<file path="config.mk">
export PLATFORM = sky130hd
export DESIGN_NAME = cdb_arbiter
export DESIGN_NICKNAME = d
export VERILOG_FILES = /design/src/rtl/tomasulo_pkg.sv /design/src/rtl/rr_pick4.sv /design/src/rtl/cdb_arbiter.sv
export SDC_FILE = /design/constraint.sdc
export NUM_CORES = 1
export LEC_CHECK = 0
export ABC_AREA = 1
export CAP_MARGIN = 40
export CORE_MARGIN = 3
export CORE_UTILIZATION = 43
export CTS_BUF_LIST = sky130_fd_sc_hd__clkbuf_8
export CTS_CLUSTER_DIAMETER = 40
export DETAILED_ROUTE_END_ITERATION = 7
export PLACE_DENSITY = 0.94
export SYNTH_ARGS = -nofsm -noshare
export SYNTH_HDL_FRONTEND = slang
export SYNTH_SLANG_ARGS = --single-unit
</file>
<file path="constraint.sdc">
create_clock -name clk -period 3 [get_ports clk]
set_input_delay 0.6 -clock clk [delete_from_list [all_inputs] [get_ports clk]]
set_output_delay 0.6 -clock clk [all_outputs]
set_load 0.02 [all_outputs]
</file>
<file path="src/rtl/tomasulo_pkg.sv">
// Shared Tomasulo constants: result/tag widths, functional-unit count and FU index encoding.
package tomasulo_pkg;

    localparam int DATA_W = 32;
    localparam int TAG_W  = 4;
    localparam int NUM_FU = 4;

    typedef enum logic [1:0] {
        FU_ADD = 2'd0,
        FU_MUL = 2'd1,
        FU_LD  = 2'd2,
        FU_ST  = 2'd3
    } fu_idx_e;

    // Pointer starts at the last FU so the first search begins at FU_ADD.
    localparam logic [1:0] PTR_RESET = FU_ST;

endpackage

</file>
<file path="src/rtl/rr_pick4.sv">
// Combinational 4-way round-robin picker: searches from (ptr+1) mod 4 upward with wrap.
module rr_pick4 (
    input  logic [3:0] req,
    input  logic [1:0] ptr,
    output logic [3:0] gnt,
    output logic [1:0] gnt_idx,
    output logic       any
);

    logic [1:0] idx;

    always_comb begin
        gnt     = '0;
        gnt_idx = ptr;
        any     = 1'b0;
        idx     = ptr;
        // Offset 4 wraps back to ptr itself, so the last-granted FU is tried last.
        for (int k = 1; k <= 4; k++) begin
            idx = ptr + 2'(k);
            if (!any && req[idx]) begin
                any      = 1'b1;
                gnt_idx  = idx;
                gnt[idx] = 1'b1;
            end
        end
    end

endmodule

</file>
<file path="src/rtl/cdb_arbiter.sv">
// Common data bus arbiter: round-robin grant among four FUs, one-cycle registered broadcast.
module cdb_arbiter
    import tomasulo_pkg::*;
#(
    parameter int DATA_W = tomasulo_pkg::DATA_W,
    parameter int TAG_W  = tomasulo_pkg::TAG_W
) (
    input  logic                 clk,
    input  logic                 rst,
    input  logic                 flush,
    input  logic [NUM_FU-1:0]    req_valid,
    input  logic [4*TAG_W-1:0]   req_tag,
    input  logic [4*DATA_W-1:0]  req_data,
    output logic [NUM_FU-1:0]    req_ack,
    output logic                 cdb_valid,
    output logic [1:0]           cdb_sel,
    output logic [TAG_W-1:0]     cdb_tag,
    output logic [DATA_W-1:0]    cdb_data,
    output logic [15:0]          bcast_cnt
);

    // Handshake: an FU raises req_valid with tag/data and holds all three stable
    // until it sees req_ack high in the same cycle; the ack edge is the transfer,
    // and the broadcast appears on the CDB registers one cycle later.

    logic [1:0]        ptr_q, ptr_d;
    logic              cdb_valid_q, cdb_valid_d;
    logic [1:0]        cdb_sel_q, cdb_sel_d;
    logic [TAG_W-1:0]  cdb_tag_q, cdb_tag_d;
    logic [DATA_W-1:0] cdb_data_q, cdb_data_d;
    logic [15:0]       bcast_cnt_q, bcast_cnt_d;

    logic [3:0] pick_gnt;
    logic [1:0] pick_idx;
    logic       pick_any;
    logic       grant_en;

    rr_pick4 u_pick (
        .req     (req_valid),
        .ptr     (ptr_q),
        .gnt     (pick_gnt),
        .gnt_idx (pick_idx),
        .any     (pick_any)
    );

    assign grant_en = pick_any && !flush && !rst;
    assign req_ack  = grant_en ? pick_gnt : 4'b0000;

    always_comb begin
        ptr_d       = ptr_q;
        cdb_valid_d = 1'b0;
        cdb_sel_d   = cdb_sel_q;
        cdb_tag_d   = cdb_tag_q;
        cdb_data_d  = cdb_data_q;
        bcast_cnt_d = bcast_cnt_q;
        if (grant_en) begin
            ptr_d       = pick_idx;
            cdb_valid_d = 1'b1;
            cdb_sel_d   = pick_idx;
            for (int i = 0; i < 4; i++) begin
                if (pick_idx == 2'(i)) begin
                    cdb_tag_d  = req_tag[i*TAG_W +: TAG_W];
                    cdb_data_d = req_data[i*DATA_W +: DATA_W];
                end
            end
            if (bcast_cnt_q != 16'hFFFF) begin
                bcast_cnt_d = bcast_cnt_q + 16'd1;
            end
        end
    end

    always_ff @(posedge clk) begin
        if (rst) begin
            ptr_q       <= PTR_RESET;
            cdb_valid_q <= 1'b0;
            cdb_sel_q   <= '0;
            cdb_tag_q   <= '0;
            cdb_data_q  <= '0;
            bcast_cnt_q <= '0;
        end else begin
            ptr_q       <= ptr_d;
            cdb_valid_q <= cdb_valid_d;
            cdb_sel_q   <= cdb_sel_d;
            cdb_tag_q   <= cdb_tag_d;
            cdb_data_q  <= cdb_data_d;
            bcast_cnt_q <= bcast_cnt_d;
        end
    end

    assign cdb_valid = cdb_valid_q;
    assign cdb_sel   = cdb_sel_q;
    assign cdb_tag   = cdb_tag_q;
    assign cdb_data  = cdb_data_q;
    assign bcast_cnt = bcast_cnt_q;

endmodule

</file>
Word level (Yosys, flattened, before mapping)
Index checks and enable logic that the tools add are counted.
- $add $sub $neg: 4
- order comparisons: 8
- equal/unequal tests: 4
- mux-type cells: 38
- bitwise operators: 3
- reduce and logical (&&, ||, !) cells: 18
- operators with widths (operator ; count):
    $mux 32 ; 4
    $mux 4 ; 9
    $add 16x1->16 const B ; 1
    $ne 16x16->1 const B ; 1
    $mux 1 ; 13
    $lt 2x3->1 const B ; 4
    $or 4x4->4 ; 3
    $logic_and 1x1->1 ; 9
    $bmux 1 s2 ; 4
    $demux 1 s2 ; 4
    $ge 2x1->1 const B ; 4
    $mux 2 ; 4
    $logic_not 1->1 ; 5
    $add 2x2->2 const B ; 2
    $eq 2x2->1 const B ; 2
    $reduce_and 2->1 ; 2
    $reduce_bool 4->1 ; 1
    $add 2x1->2 const B ; 1
    $eq 2x1->1 const B ; 1
    $logic_not 2->1 ; 1
- flip-flop bits (word level): 57
- bits of input ports: 151
- output and inout bits: 59
- logic and storage cells: 81

Depth between registers and ports, before layout
- depth in word-level cells: 18
- gate-level depth with buffers: 17
- mapped depth without buffers: 15

Cells and area by module
A second synthesis with hierarchy kept.
- cell total of the unflattened synthesis: 608
- area, all modules: 3903.7 sq um
- by module, submodules not included (module ; times used ; cells an instance ; area each (sq um) ; seq. area each (sq um)):
    cdb_arbiter ; 1 ; 532 ; 3430.8 ; 1141.1
    rr_pick4 ; 1 ; 76 ; 473.0 ; 0.0

Worst setup path after synthesis
Ideal clock, no wire load.
- path type: reg2out
- from: register ptr_q[0]
- to: output port req_ack[3]
- arrival: 2.160 ns
- data required time: 2.400 ns
- path slack: 0.240 ns
- cell stages (with the launch flop): 14
- path buffers: 1
- cell sequence: dfxtp_1 > inv_2 > ha_1 > inv_1 > nand3_2 > nand2_4 > nor2_8 > nand3_1 > or2_1 > nand2_4 > nor2_8 > buf_2 > o21ai_0 > inv_1
- cells in the longest elaborated chain, start to end: 16
- elaborated cells between the ends (all ways): 51
- those cells by class: add/sub: 3; order compare: 8; mux: 25; bitwise: 3; reduce/logical: 12
- ends and longest elaborated chain (element ; RTL line ; RTL):
    start: declaration ; cdb_arbiter.sv:26 ; logic [1:0] ptr_q, ptr_d;
    start signal: assignment ; cdb_arbiter.sv:81 ; ptr_q <= ptr_d;
    parallel branches: the longest is 15 deep, another holds $lt 2x3->1 ; - ;
    $mux 4 * ; cdb_arbiter.sv:47 ; assign req_ack = grant_en ? pick_gnt : 4'b0000;
    end: declaration ; cdb_arbiter.sv:14 ; output logic [NUM_FU-1:0] req_ack,
Mark *: on every way between the ends. The select of a mux whose other input is x is not followed.

Worst setup path in the final report
- from: input port req_valid[0]
- to: output port req_ack[1]
- cells in the longest elaborated chain, start to end: 15
- elaborated cells between the ends (all ways): 28
- those cells by class: mux: 17; bitwise: 3; reduce/logical: 8
- ends and longest elaborated chain (element ; RTL line ; RTL):
    start: declaration ; cdb_arbiter.sv:11 ; input logic [NUM_FU-1:0] req_valid,
    $bmux 1 s2 ; rr_pick4.sv:20 ; if (!any && req[idx]) begin
    $mux 1 (not written as such) ; rr_pick4.sv:20 ;
    $mux 1 ; rr_pick4.sv:20 ;
    $logic_not 1->1 ; rr_pick4.sv:20 ;
    $logic_and 1x1->1 ; rr_pick4.sv:20 ;
    $mux 1 ; rr_pick4.sv:20 ;
    $logic_not 1->1 ; rr_pick4.sv:20 ;
    $logic_and 1x1->1 ; rr_pick4.sv:20 ;
    $mux 1 ; rr_pick4.sv:20 ;
    $logic_not 1->1 ; rr_pick4.sv:20 ;
    $logic_and 1x1->1 ; rr_pick4.sv:20 ;
    $mux 1 ; rr_pick4.sv:20 ;
    $logic_and 1x1->1 (2 in a row) ; cdb_arbiter.sv:46 ; assign grant_en = pick_any && !flush && !rst;
    $mux 4 * ; cdb_arbiter.sv:47 ;
Mark *: on every way between the ends. The rest lies on a longest branch, timed or not. The select of a mux whose other input is x is not followed.

==> flow_metrics.env <==
export IMPL_grt_pass1_wl_mm=25.19
export IMPL_fin_skew_ns=0.01156
export IMPL_drv_slew=0
export IMPL_finalSetupViolCount=0
export IMPL_worstPathRequired_ns=2.40
export IMPL_syn_to_final_growth_pct=55.83
export IMPL_wl_per_cell_microns=15.09
export IMPL_powerDensity_nw_per_um2=649.4
export IMPL_r2r_setup_slack_ns=0.31
export IMPL_period_share=0.9640
export IMPL_criticalPathCategory="input pin to output pin"
export IMPL_leakage_nw=3.278
export IMPL_synthCells=731
export IMPL_core_region_area_sq_um=9910
export IMPL_clock_root_buffer="clkbuf_8"
export IMPL_ys_async_sr_fraction=0
export IMPL_period_minus_slack_ns=2.892
export IMPL_p_seq_frac=0.207
export IMPL_hp_class="register to register"
export IMPL_layout_nets=1098
export IMPL_die_height_microns=107.6
export IMPL_worst_pin_slew_ns=0.5738
export IMPL_swShare=0.4571
export IMPL_ys_flop_type="dfxtp_1"
export IMPL_vias=5664
export IMPL_post_synth_top_area_fraction=0.2569
export IMPL_numPortBuffers=209
export IMPL_hold_viol=0
export IMPL_synth_top_area_cell="dfxtp_1"
export IMPL_status="finished clean"
export IMPL_drt_iter0_drc=454
export IMPL_synth_enable_flop_cells=0
export IMPL_antenna_left=0
export IMPL_ys_warnings_count=0
export IMPL_timing_rr_start="ptr_q[0]"
export IMPL_fmax_ghz=0.3458
export IMPL_firstDrtPassIters=6
export IMPL_synth_nets=891
export IMPL_worstSetupEndpointType="output pin"
export IMPL_first_global_vias=5191
export IMPL_via_per_inst=5.264
export IMPL_ios=210
export IMPL_layout_drive_gt1_share=0.07953
export IMPL_finalSetupTns_ns=0
export IMPL_max_cap_violations=0
export IMPL_cts_sinks=57
export IMPL_synth_distinct_cells=34
export IMPL_numCtsBuffers=9
export IMPL_antenna_found_initial=0
export IMPL_htree_levels=3
export IMPL_start_util=0.4482
export IMPL_yosysMostFrequentCell="nand2_1"
export IMPL_hold_start="cdb_data[12]"
export IMPL_postRouteWirelength_mm=16.24
export IMPL_cp_arrival_ns=2.29
export IMPL_grt_start_max_net_pins=49
export IMPL_cts_tree="done"
export IMPL_ctsLongestPathBuffers=2
export IMPL_ys_seq_area_frac=0.2569
export IMPL_netlist_area_sq_um=4442
export IMPL_dp_hpwl_mm=11.95
export IMPL_grtUsageTotal=0.2706
export IMPL_switching_power_mw=2.055
export IMPL_post_route_util=0.6985
export IMPL_die_w_microns=107.6
export IMPL_rsz0062_at_grt="false"
export IMPL_die_area_sq_um=11590
export IMPL_antenna_cells=0
export IMPL_clk_latency_ns=0.33
export IMPL_reg2reg_to="bcast_cnt[3]"
export IMPL_cp_start_kind="input pin"
export IMPL_p_comb_frac=0.636
export IMPL_reg2regPathDepth=16
export IMPL_drc=0
export IMPL_yosys_register_bits=57
export IMPL_syn_area_per_cell_sq_um=6.076
export IMPL_synthTopCellsByArea="dfxtp_1 (26%), nand3_1 (14%), nand2_1 (14%)"
export IMPL_relSlewSlack=0.6139
export IMPL_cp_endpoint="req_ack[1]"
export IMPL_gp_congestion=0.9545
export IMPL_crit_start="req_valid[0]"
export IMPL_crit_fanout=7
export IMPL_clkPwrFrac=0.156
export IMPL_peakVddDrop_v=0.0004401
export IMPL_power_mw=4.495
export IMPL_placementRows=36
export IMPL_grt_overflow_total=0
export IMPL_intPower_mw=2.441
export IMPL_synth_commonest_cells="nand2_1 (163), inv_1 (131), nand3_1 (128), dfxtp_1 (57), a21oi_1 (49)"
export IMPL_clkSlewWorstSetupHoldPaths_ns=0.06
==> worst min-delay path by stage <==
stage	end	slack, ns	cells after the start
floorplan	cdb_data[4]	0.54	2
global placement	cdb_data[12]	0.45	2
detailed placement	cdb_data[12]	0.45	2
CTS	cdb_data[12]	0.46	2
global route	cdb_data[12]	0.48	2
finish	cdb_data[12]	0.46	2
==> critical path, cell delays in order <==
cell and delay, ns:
clkdlybuf4s50_1 0.48, inv_1 0.05, nand2_1 0.09, nand3_2 0.12
nand2_4 0.14, inv_4 0.06, nand2_2 0.10, o22ai_1 0.09
a31oi_1 0.19, o21ai_0 0.11, nand2_1 0.07, inv_1 0.03
clkbuf_2 0.14
==> stage by stage <==
step	std cells	hold WS (ns)	instance area, sq um	setup slack (ns)
6_report	1076	0.4637	6922	0.1080
5_1_grt	1076	0.4789	6922	0.02132
4_1_cts	1075	0.4637	6930	0.01314
3_5_place_dp	1059	0.4541	6745	-0.2758
3_3_place_gp	1059	0.4513	6745	-0.2000
2_1_floorplan	731	0.5404	4442	0.2403
==> cell type report <==
cell class / count / area, sq um
Fill cell: 825 / 2988
Timing Repair Buffer: 242 / 2390
Clock inverter: 6 / 51.30
Tap cell: 133 / 166.4
Inverter: 138 / 523.0
Sequential cell: 57 / 1141
Clock buffer: 10 / 137.6
Multi-Input combinational cell: 490 / 2512
==> state kept, by name (all words and copies together) (netlist names) <==
signal and flops:
cdb_sel 2, cdb_data 32, cdb_valid 1, bcast_cnt 16, cdb_tag 4, ptr_q 2
==> cells in the final DEF, fill, tap and decap left out, drive strengths merged <==
| cell | n |
|---|---|
| nand3b | 1 |
| ha | 9 |
| o22ai | 3 |
| xor2 | 5 |
| clkinv | 3 |
| nand2 | 171 |
| nor4 | 1 |
| nand4 | 42 |
| a31oi | 4 |
| a21oi | 49 |
| nand3 | 133 |
| buf | 34 |
| o211ai | 2 |
| clkbuf | 14 |
| or2 | 1 |
| o221ai | 1 |
| bufinv | 1 |
| inv | 140 |
| a21boi | 1 |
| clkdlybuf4s50 | 204 |
| dfxtp | 57 |
| nor2 | 19 |
| o21ai | 42 |
| xnor2 | 6 |
==> cell families after synthesis <==
family	share of synthesized area
AO/OA/AOI/OAI	0.1220
flip-flops	0.2569
buffers and inverters	0.1786
AND/OR/NAND/NOR	0.3955
adder cells (fa/ha/maj)	0.02535
XOR/XNOR	0.02169
==> routing by layer <==
metal,global-route usage,up-vias,wire length [microns]
met5,0,-,0
met4,0.07935,0,333
met3,0.08998,34,1695
met2,0.4729,263,7894
met1,0.3129,2586,6315
li1,-,2781,-
==> power by group through the flow <==
stage | combinational [mW] | clock, mW | sequential, mW
after floorplan | 1.67 | 0 | 1.09
after global placement | 2.80 | 0 | 0.942
after detailed placement | 2.85 | 0 | 0.947
after CTS | 2.85 | 0.717 | 0.932
after global routing | 3.14 | 0.753 | 0.945
final | 2.86 | 0.703 | 0.932
==> timing repair <==
action | CTS | global route
resized for setup | 5 | 8
setup buffers | 0 | 1
setup endpoints to repair | 4 | 4
pin swaps | 0 | 2
cloned | 0 | 0
hold buffers | 0 | 0
No activity file was read; power rests on OpenSTA's default activity.
